--- src/rtl/uart_mmio_pkg.sv ---
// Shared constants for the UART MMIO block: window base and register offsets.
package uart_mmio_pkg;

  localparam logic [31:0] IO_BASE_DEFAULT = 32'h8000_0000;

  localparam logic [7:0] MMIO_STATUS = 8'h00;
  localparam logic [7:0] MMIO_RX     = 8'h04;
  localparam logic [7:0] MMIO_TX     = 8'h08;
  localparam logic [7:0] MMIO_CYC    = 8'h10;
  localparam logic [7:0] MMIO_INST   = 8'h14;
  localparam logic [7:0] MMIO_CRST   = 8'h18;

  // Decoded view of one core access that landed in the window.
  typedef struct packed {
    logic       ld;
    logic       st;
    logic [7:0] off;
    logic [7:0] wdata;
  } mmio_req_t;

endpackage

--- src/rtl/uart_mmio_sync_fifo.sv ---
// Small synchronous FIFO with a combinational head and wrap-bit pointers.
module sync_fifo #(
  parameter int WIDTH = 8,
  parameter int DEPTH = 8
) (
  input  logic             clk,
  input  logic             rst,
  input  logic             wr_en,
  input  logic [WIDTH-1:0] din,
  input  logic             rd_en,
  output logic [WIDTH-1:0] dout,
  output logic             full,
  output logic             empty
);

  localparam int AW = $clog2(DEPTH);
  localparam logic [AW:0] PTR_ONE = 1;

  logic [WIDTH-1:0] mem [DEPTH];
  logic [AW:0]      wr_ptr, rd_ptr;

  // Extra MSB on each pointer separates full from empty when indices match.
  assign empty = (wr_ptr == rd_ptr);
  assign full  = (wr_ptr[AW] != rd_ptr[AW]) && (wr_ptr[AW-1:0] == rd_ptr[AW-1:0]);
  assign dout  = mem[rd_ptr[AW-1:0]];

  // Pointer update; a reset drops whatever is queued.
  always_ff @(posedge clk) begin
    if (rst) begin
      wr_ptr <= '0;
      rd_ptr <= '0;
    end else begin
      if (wr_en && !full)  wr_ptr <= wr_ptr + PTR_ONE;
      if (rd_en && !empty) rd_ptr <= rd_ptr + PTR_ONE;
    end
  end

  // Storage write; contents need no reset since the pointers gate visibility.
  always_ff @(posedge clk) begin
    if (wr_en && !full) mem[wr_ptr[AW-1:0]] <= din;
  end

endmodule

--- src/rtl/uart_mmio.sv ---
// MMIO decoder, RX/TX byte FIFOs, cycle/instret counters, one-cycle load data.
module uart_mmio
  import uart_mmio_pkg::*;
#(
  parameter int          FIFO_DEPTH = 8,
  parameter logic [31:0] IO_BASE    = IO_BASE_DEFAULT
) (
  input  logic        clk,
  input  logic        rst,
  input  logic        req_valid,
  input  logic        req_we,
  input  logic [31:0] req_addr,
  input  logic [31:0] req_wdata,
  input  logic        inst_retired,
  output logic [31:0] rdata,
  output logic        hit,
  input  logic [7:0]  rx_data,
  input  logic        rx_valid,
  output logic        rx_ready,
  output logic [7:0]  tx_data,
  output logic        tx_valid,
  input  logic        tx_ready
);

  mmio_req_t   req;
  logic        rx_full, rx_empty, tx_full, tx_empty;
  logic [7:0]  rx_head;
  logic        rx_pop, tx_push, cnt_clr;
  logic [31:0] cyc_cnt, inst_cnt, rd_next;
  logic        wdata_unused;

  assign wdata_unused = ^req_wdata[31:8];

  assign hit       = req_valid && (req_addr[31:8] == IO_BASE[31:8]);
  assign req.ld    = hit && !req_we;
  assign req.st    = hit &&  req_we;
  assign req.off   = req_addr[7:0];
  assign req.wdata = req_wdata[7:0];

  // Full/empty flags are pre-edge state, so a full TX drops a store even if
  // the transmitter pops the same cycle.
  assign rx_pop   = req.ld && (req.off == MMIO_RX) && !rx_empty;
  assign tx_push  = req.st && (req.off == MMIO_TX) && !tx_full;
  assign cnt_clr  = req.st && (req.off == MMIO_CRST);

  assign rx_ready = !rx_full;
  assign tx_valid = !tx_empty;

  sync_fifo #(.WIDTH(8), .DEPTH(FIFO_DEPTH)) u_rx_fifo (
    .clk   (clk),
    .rst   (rst),
    .wr_en (rx_valid && rx_ready),
    .din   (rx_data),
    .rd_en (rx_pop),
    .dout  (rx_head),
    .full  (rx_full),
    .empty (rx_empty)
  );

  sync_fifo #(.WIDTH(8), .DEPTH(FIFO_DEPTH)) u_tx_fifo (
    .clk   (clk),
    .rst   (rst),
    .wr_en (tx_push),
    .din   (req.wdata),
    .rd_en (tx_valid && tx_ready),
    .dout  (tx_data),
    .full  (tx_full),
    .empty (tx_empty)
  );

  // Counters: clear wins over increment, both wrap at 2^32.
  always_ff @(posedge clk) begin
    if (rst || cnt_clr) begin
      cyc_cnt  <= '0;
      inst_cnt <= '0;
    end else begin
      cyc_cnt  <= cyc_cnt + 32'd1;
      if (inst_retired) inst_cnt <= inst_cnt + 32'd1;
    end
  end

  // Load data mux; zero whenever this cycle is not a load hit.
  always_comb begin
    rd_next = '0;
    if (req.ld) begin
      case (req.off)
        MMIO_STATUS: rd_next = {30'd0, !rx_empty, !tx_full};
        MMIO_RX:     rd_next = rx_empty ? 32'd0 : {24'd0, rx_head};
        MMIO_CYC:    rd_next = cyc_cnt;
        MMIO_INST:   rd_next = inst_cnt;
        default:     rd_next = '0;
      endcase
    end
  end

  // Register load data to match block-RAM read latency.
  always_ff @(posedge clk) begin
    if (rst) rdata <= '0;
    else     rdata <= rd_next;
  end

endmodule

--- config.mk ---
export PLATFORM = sky130hd
export DESIGN_NAME = uart_mmio
export DESIGN_NICKNAME = d
export VERILOG_FILES = /design/src/rtl/uart_mmio_pkg.sv /design/src/rtl/uart_mmio_sync_fifo.sv /design/src/rtl/uart_mmio.sv
export SDC_FILE = /design/constraint.sdc
export NUM_CORES = 1
export LEC_CHECK = 0
export BUFFER_PORTS_ARGS = -buffer_cell sky130_fd_sc_hd__buf_2
export CAP_MARGIN = 25
export CORE_ASPECT_RATIO = 0.75
export CORE_MARGIN = 8
export CORE_UTILIZATION = 45
export DETAILED_ROUTE_END_ITERATION = 8
export GPL_TIMING_DRIVEN = 0
export HOLD_SLACK_MARGIN = 0.15
export PLACE_DENSITY = 0.67
export SLEW_MARGIN = 20
export SYNTH_ARGS = -nofsm -noshare
export SYNTH_HDL_FRONTEND = slang
export SYNTH_SLANG_ARGS = --single-unit
--- constraint.sdc ---
create_clock -name clk -period 2.9 [get_ports clk]
set_clock_uncertainty 0.2 [all_clocks]
set_input_delay 0.435 -clock clk [delete_from_list [all_inputs] [get_ports clk]]
set_output_delay 0.435 -clock clk [all_outputs]
set_load 0.02 [all_outputs]
==> results_dict.tcl, run 1 <==
set metrics [dict create \
    fp.dieArea_mm2 0.0276 \
    worst_ep_arrival_time_ps 2150 \
    gp_routability_congestion 0.780 \
    max-vdd-ir-drop_uv 554 \
    dr.first_iter.drc_count 431 \
    dominant_register_cell_in_the_synthesized_netlist "edfxtp_1" \
    fin_cells 1246 \
    cap_viol_max_count 0 \
    synth_cells 781 \
    cts_made_buffers 25 \
    synth-edff-count 128 \
    p_leak_nw 4.33 \
    finalCriticalPeriod_ps 2780 \
    floorplan.initialDensity 0.458 \
    fin_area_mm2 0.0122 \
    worst_skew_pair.late_latency_ps 520 \
    regToRegEndpoint "u_tx_fifo.mem[5][5]" \
    ys.warnings.count 0 \
    finalWirelength_um 22200 \
    syn-mean-instance-area_um2 12.9 \
    remaining_drc_errors 0 \
    rrSetupSlack_ps 160 \
    num_rows 47 \
    syn_nets 866 \
    fp.dieH_um 146 \
    core_util_final 0.554 \
    timing.final.max_slew_violations 0 \
    syn_to_final_growth_pct 20.8 \
    final.period_utilization 0.960 \
    hold_start "rx_valid" \
    worst-setup-path-type "register to output port" \
    cts_tree "done" \
    vias 6541 \
    run_status "completed" \
    antenna_violating_nets_post_route 0 \
    post_synth_instance_area_mm2 0.0101 \
    grt_start_max_net_pins 15 \
    critPathMaxFanout 10 \
    finalWorstSetupSlack_ps 116 \
    synthDistinctLibCells 44 \
    fraction_of_the_yosys_area_taken_by_sequential_cells 0.614 \
    worst-slew-pin-transition_ps 984 \
    dominant_cell_type_by_area_after_synthesis "edfxtp_1" \
    grt_antenna_before_repair 0 \
    place.detailed.instances 1177 \
    global_route_wire_length_before_repair_um 35800 \
    worstPathRequired_ps 2270 \
    drt_first_pass_iters 4 \
    max_freq_mhz 359 \
    min_path_cells 4 \
    worst_r2r_path_depth 8 \
    timing.hold.worst.class "input pin to register" \
    insertedDiodeCount 0 \
    core_mm2 0.0221 \
    global_route.usage.total 0.159 \
    slew-limit-headroom 0.341 \
    endpoint_worst_hold "u_rx_fifo.wr_ptr[0]" \
    reg2reg_from "u_tx_fifo.wr_ptr[1]" \
    root_buffer "clkbuf_16" \
    unrepaired_setup_endpoints_after_global_routing "no" \
    nNetsFinal 1018 \
    powerDensity_mw_per_mm2 578 \
    ratio_of_cells_with_drive_above_1_in_the_final_layout 0.241 \
    via_count_of_the_first_global_routing_pass 6548 \
    detail_route.wl_per_cell_um 17.8 \
    cts.sink_count 246 \
    placement.setup.worst_slack_ps -559 \
    setup_viol 0 \
    fraction_of_registers_with_async_set_reset 0 \
    largest_buffer_count_on_any_clock_path 3 \
    ys_seq_elements 246 \
    clock_tree.htree_level_count 1 \
    start_kind "register" \
    cp-end-kind "output port" \
    die_w_um 189 \
    detailed_place.area_mm2 0.0110 \
    hpwlAfterDp_um 15400 \
    post_synth_main_area_contributors "edfxtp_1 (38%), dfxtp_1 (23%), mux4_2 (7.1%)" \
    avgViaCountPerCell 5.25 \
    whs_ps 175 \
    portBuffers 96 \
    clkTransAtPathRegs_ps 60 \
    design.portCount 122 \
    grt_overflow_total 0 \
    finalHoldViolations 0 \
    synthDominantCellAreaShare 0.380 \
]
## flip-flops by register name (all words and copies together), names as in the netlist, named ones only
register	flops
u_rx_fifo.rd_ptr	4
rdata	32
u_tx_fifo.mem	64
u_tx_fifo.wr_ptr	4
inst_cnt	32
u_tx_fifo.rd_ptr	4
u_rx_fifo.mem	64
cyc_cnt	32
u_rx_fifo.wr_ptr	4
## synth_stat cells (6+ instances only)
library cell / n
a21oi_1: 11
and2_1: 10
and3_1: 18
and4_1: 14
buf_2: 17
clkbuf_1: 19
dfxtp_1: 118
edfxtp_1: 128
ha_1: 6
inv_1: 7
mux2_2: 12
mux2i_1: 40
mux4_2: 32
nand2_1: 24
nand3_1: 37
nand4_1: 21
nor2_1: 109
nor3_1: 12
nor4_1: 15
o21ai_0: 8
o22ai_1: 6
or3_1: 7
xnor2_1: 28
xor2_1: 44
## metal layers
metal / share of wire / global-route usage / vias to the layer above
li1: - / - / 3197
met4: 0.020 / 0.0421 / 0
met3: 0.043 / 0.0285 / 33
met5: 0 / 0 / -
met1: 0.48 / 0.225 / 3188
met2: 0.45 / 0.246 / 123
## layout by cell type (no fill, tap or decap), drive strengths merged, types with 28 or more instances in the layout
cell,synthesis,final
edfxtp,128,128
buf,22,126
dfxtp,118,118
nor2,109,109
clkbuf,19,51
xor2,44,44
mux2i,40,40
nand3,37,37
mux4,32,32
xnor2,28,28
## how the worst max path moves through the flow
stage,cells after the start,end,slack [ps]
CTS,7,u_tx_fifo.mem[0][5],20
finish,4,tx_data[7],120
floorplan,4,u_tx_fifo.mem[1][0],-200
global route,8,u_tx_fifo.mem[0][5],5
global placement,5,u_tx_fifo.mem[5][4],-1230
detailed placement,5,u_tx_fifo.mem[7][3],-560
## timing repair
item	in CTS	in global routing
hold endpoints to repair	139	0
gates resized for setup	17	2
endpoints found under the setup margin	72	53
buffers inserted	0	3
pin swaps	0	2
hold buffers	22	0
## cells by family after synthesis
family / count (synthesis) / share of synthesized area
XOR/XNOR: 72 / 0.0624
AO/OA/AOI/OAI: 37 / 0.0229
adder cells (fa/ha/maj): 6 / 0.00743
buffers and inverters: 48 / 0.0203
flip-flops: 246 / 0.614
multiplexers: 84 / 0.124
AND/OR/NAND/NOR: 288 / 0.149
## stage by stage
step                      TNS, ps  power, W
after global placement     -65990   0.00396
after CTS                       0   0.00713
after global routing            0   0.00729
after floorplan             -5230   0.00386
final                           0   0.00706
after detailed placement   -30900   0.00396
## critical path, stage by stage (launching register included)
cell and delay (ps):
dfxtp_4 440, buf_6 220, mux4_2 520, mux2_2 290, buf_2 160
## where the power goes
group / switching, W / leakage [nW] / internal (W) / total (W)
sequential: 0.0000145 / 2.11 / 0.00368 / 0.00370
clock: 0.00131 / 0.381 / 0.00184 / 0.00315
combinational: 0.000121 / 1.84 / 0.0000915 / 0.000212
## cell type report
class,instances,area [µm²]
multi-input combinational,487,3840
tap,294,368
fill,1845,9850
clock inverter,13,123
clock buffer,33,686
inverter,7,26.3
sequential,246,6210
timing repair buffer,127,771
buffer,39,179
No activity file was read; power rests on OpenSTA's default activity.
==> inputs of run 2 (changes only) <==
Settings changed: CORE_UTILIZATION 45 to 52, PLACE_DENSITY 0.67 to 0.75.
==> run 2 against run 1 <==
Routed wire length is 2.0% lower. Utilization grew 8.0 points. Flip-flop and latch count unchanged. Clock power rose by 1%. Non-clock buffer count grew 2. Total power grew 0.57%. Fmax is 0.80% lower. Clock-buffer cell count fell by 4. Combinational power barely moved. Critical path type is now register to register. Highest routed layer unchanged.
==> results_dict.tcl, run 2 (same netlist as run 1, synthesis figures left out) <==
set metrics [dict create \
    clock_tree.htree_level_count 1 \
    finalCriticalPeriod_ps 2810 \
    timing.hold.worst.class "input pin to register" \
    max_freq_mhz 356 \
    finalHoldViolations 0 \
    setup_viol 0 \
    start_kind "register" \
    cts_made_buffers 24 \
    final_common_cell "edfxtp_1" \
    root_buffer "clkbuf_16" \
    worst_ep_arrival_time_ps 2820 \
    fp.dieArea_mm2 0.0242 \
    core_mm2 0.0192 \
    detail_route.wl_per_cell_um 18.0 \
    n_fill_cell 1476 \
    die_w_um 177 \
    gp_routability_congestion 0.789 \
    grt_overflow_total 0 \
    fp.dieH_um 137 \
    worst-setup-path-type "register to register" \
    fin_cells 1204 \
    remaining_drc_errors 0 \
    clkTransAtPathRegs_ps 60 \
    run_status "completed" \
    ratio_of_cells_with_drive_above_1_in_the_final_layout 0.242 \
    antenna_violating_nets_post_route 0 \
    grt_start_max_net_pins 15 \
    design.portCount 122 \
    timing.final.max_slew_violations 0 \
    cp-startpoint "u_tx_fifo.wr_ptr[1]" \
    grt_antenna_before_repair 0 \
    final.period_utilization 0.968 \
    totalNegativeSetupSlack_ps 0 \
    insertedDiodeCount 0 \
    worst_skew_pair.late_latency_ps 520 \
    syn_to_final_growth_pct 20.4 \
    crit_top_cell "buf_2" \
    avgViaCountPerCell 5.50 \
    worst-slew-pin-transition_ps 966 \
    max-vdd-ir-drop_uv 486 \
    cap_viol_max_count 0 \
    num_rows 44 \
    p_total_w 0.00710 \
    powerDensity_mw_per_mm2 584 \
    nNetsFinal 1019 \
    cts.sink_count 246 \
    dr.first_iter.drc_count 500 \
    critical-path-max-stage-delay_ps 400 \
    place.detailed.instances 1136 \
    hpwlAfterDp_um 14900 \
    layout_common_cells "edfxtp_1 (128), dfxtp_1 (116), buf_2 (113)" \
    multi_input_comb_area_mm2 0.00384 \
    global_route.usage.total 0.179 \
    p_leak_nw 4.34 \
    finalWirelength_um 21700 \
    portBuffers 96 \
    critPathMaxFanout 9 \
    worstPathRequired_ps 2910 \
    largest_buffer_count_on_any_clock_path 3 \
    critical_path.cell_chain "buf_2, xor2_1, nor2_1, a311oi_2, nand3_4, nor4_4, buf_2" \
    via_count_of_the_first_global_routing_pass 6596 \
    cp-end-kind "register" \
    hold_start "rx_valid" \
    slew-limit-headroom 0.354 \
    cts_tree "done" \
    drt_first_pass_iters 5 \
    reg2reg_from "u_tx_fifo.wr_ptr[1]" \
    register_area_mm2 0.00621 \
    global_route_wire_length_before_repair_um 34600 \
    vias 6617 \
    critPathSlowestCell "a311oi_2" \
    floorplan.initialDensity 0.526 \
]
-- run 2: cell count changes in the layout (fill, tap and decap cells not counted), moves of 2 or more --
cell	delta
buf_2	-3
buf_4	+6
bufinv_16	+2
clkbuf_8	-2
clkinvlp_4	-2
-- run 2: cell type report --
| class | instances | area share |
|---|---|---|
| well taps | 253 | 0.0260 |
| clock buffers | 29 | 0.0517 |
| repair buffers | 129 | 0.0642 |
| clock inverters | 14 | 0.0148 |
| multi-input cells | 487 | 0.316 |
| inverters | 7 | 0.00216 |
| plain buffers | 39 | 0.0149 |
| flip-flops and latches | 246 | 0.511 |
-- run 2: power breakdown --
| group | internal, W | switching, W |
|---|---|---|
| Combinational | 0.0000920 | 0.000122 |
| Sequential | 0.00368 | 0.0000149 |
| Clock | 0.00190 | 0.00129 |
| Total | 0.00568 | 0.00142 |
-- run 2: repair_timing --
| action | 4_1_cts | 5_1_grt |
|---|---|---|
| hold endpoints to repair | 138 | 0 |
| gates cloned | 0 | 0 |
| pin swaps | 0 | 4 |
| hold buffers | 22 | 0 |
| endpoints found under the setup margin | 71 | 53 |
| buffers inserted | 0 | 5 |
| resized for setup | 16 | 4 |
-- run 2: stage by stage --
step / hold WS (ps) / setup WS (ps) / instance area (µm²) / util
detailed placement: 286 / -553 / 11000 / 0.572
finish: 141 / 93.0 / 12200 / 0.633
CTS: 191 / 5.30 / 12100 / 0.630
global placement: 274 / -1310 / 10900 / 0.567
global route: 167 / -39.8 / 12200 / 0.633
floorplan: 249 / -196 / 10100 / -
-- run 2: final timing paths --
kind / end / slack (ps) / cells past startpoint
hold / removal: u_rx_fifo.wr_ptr[1] / 140 / 4
hold reg to reg: cyc_cnt[31] / 300 / 2
setup reg to reg: u_tx_fifo.mem[2][5] / 90 / 7
setup / recovery: u_tx_fifo.mem[2][5] / 90 / 7
-- run 2: worst max-delay path, delay by kind of cell (launching register included) --
family	cells	cell delay (ps)
xor gates and xnor gates	1	220
DFF	1	330
and+or+nand+nor	3	790
buffers and inverters	2	570
AOI/OAI and AO/OA	1	400
-- run 2: layer usage --
metal  vias to the layer above  wire, µm  GRT usage
li1                       3197         -          -
met4                         0       384     0.0396
met1                      3250     10200      0.244
met5                         -         0          0
met2                       136     10100      0.293
met3                        34       978     0.0331
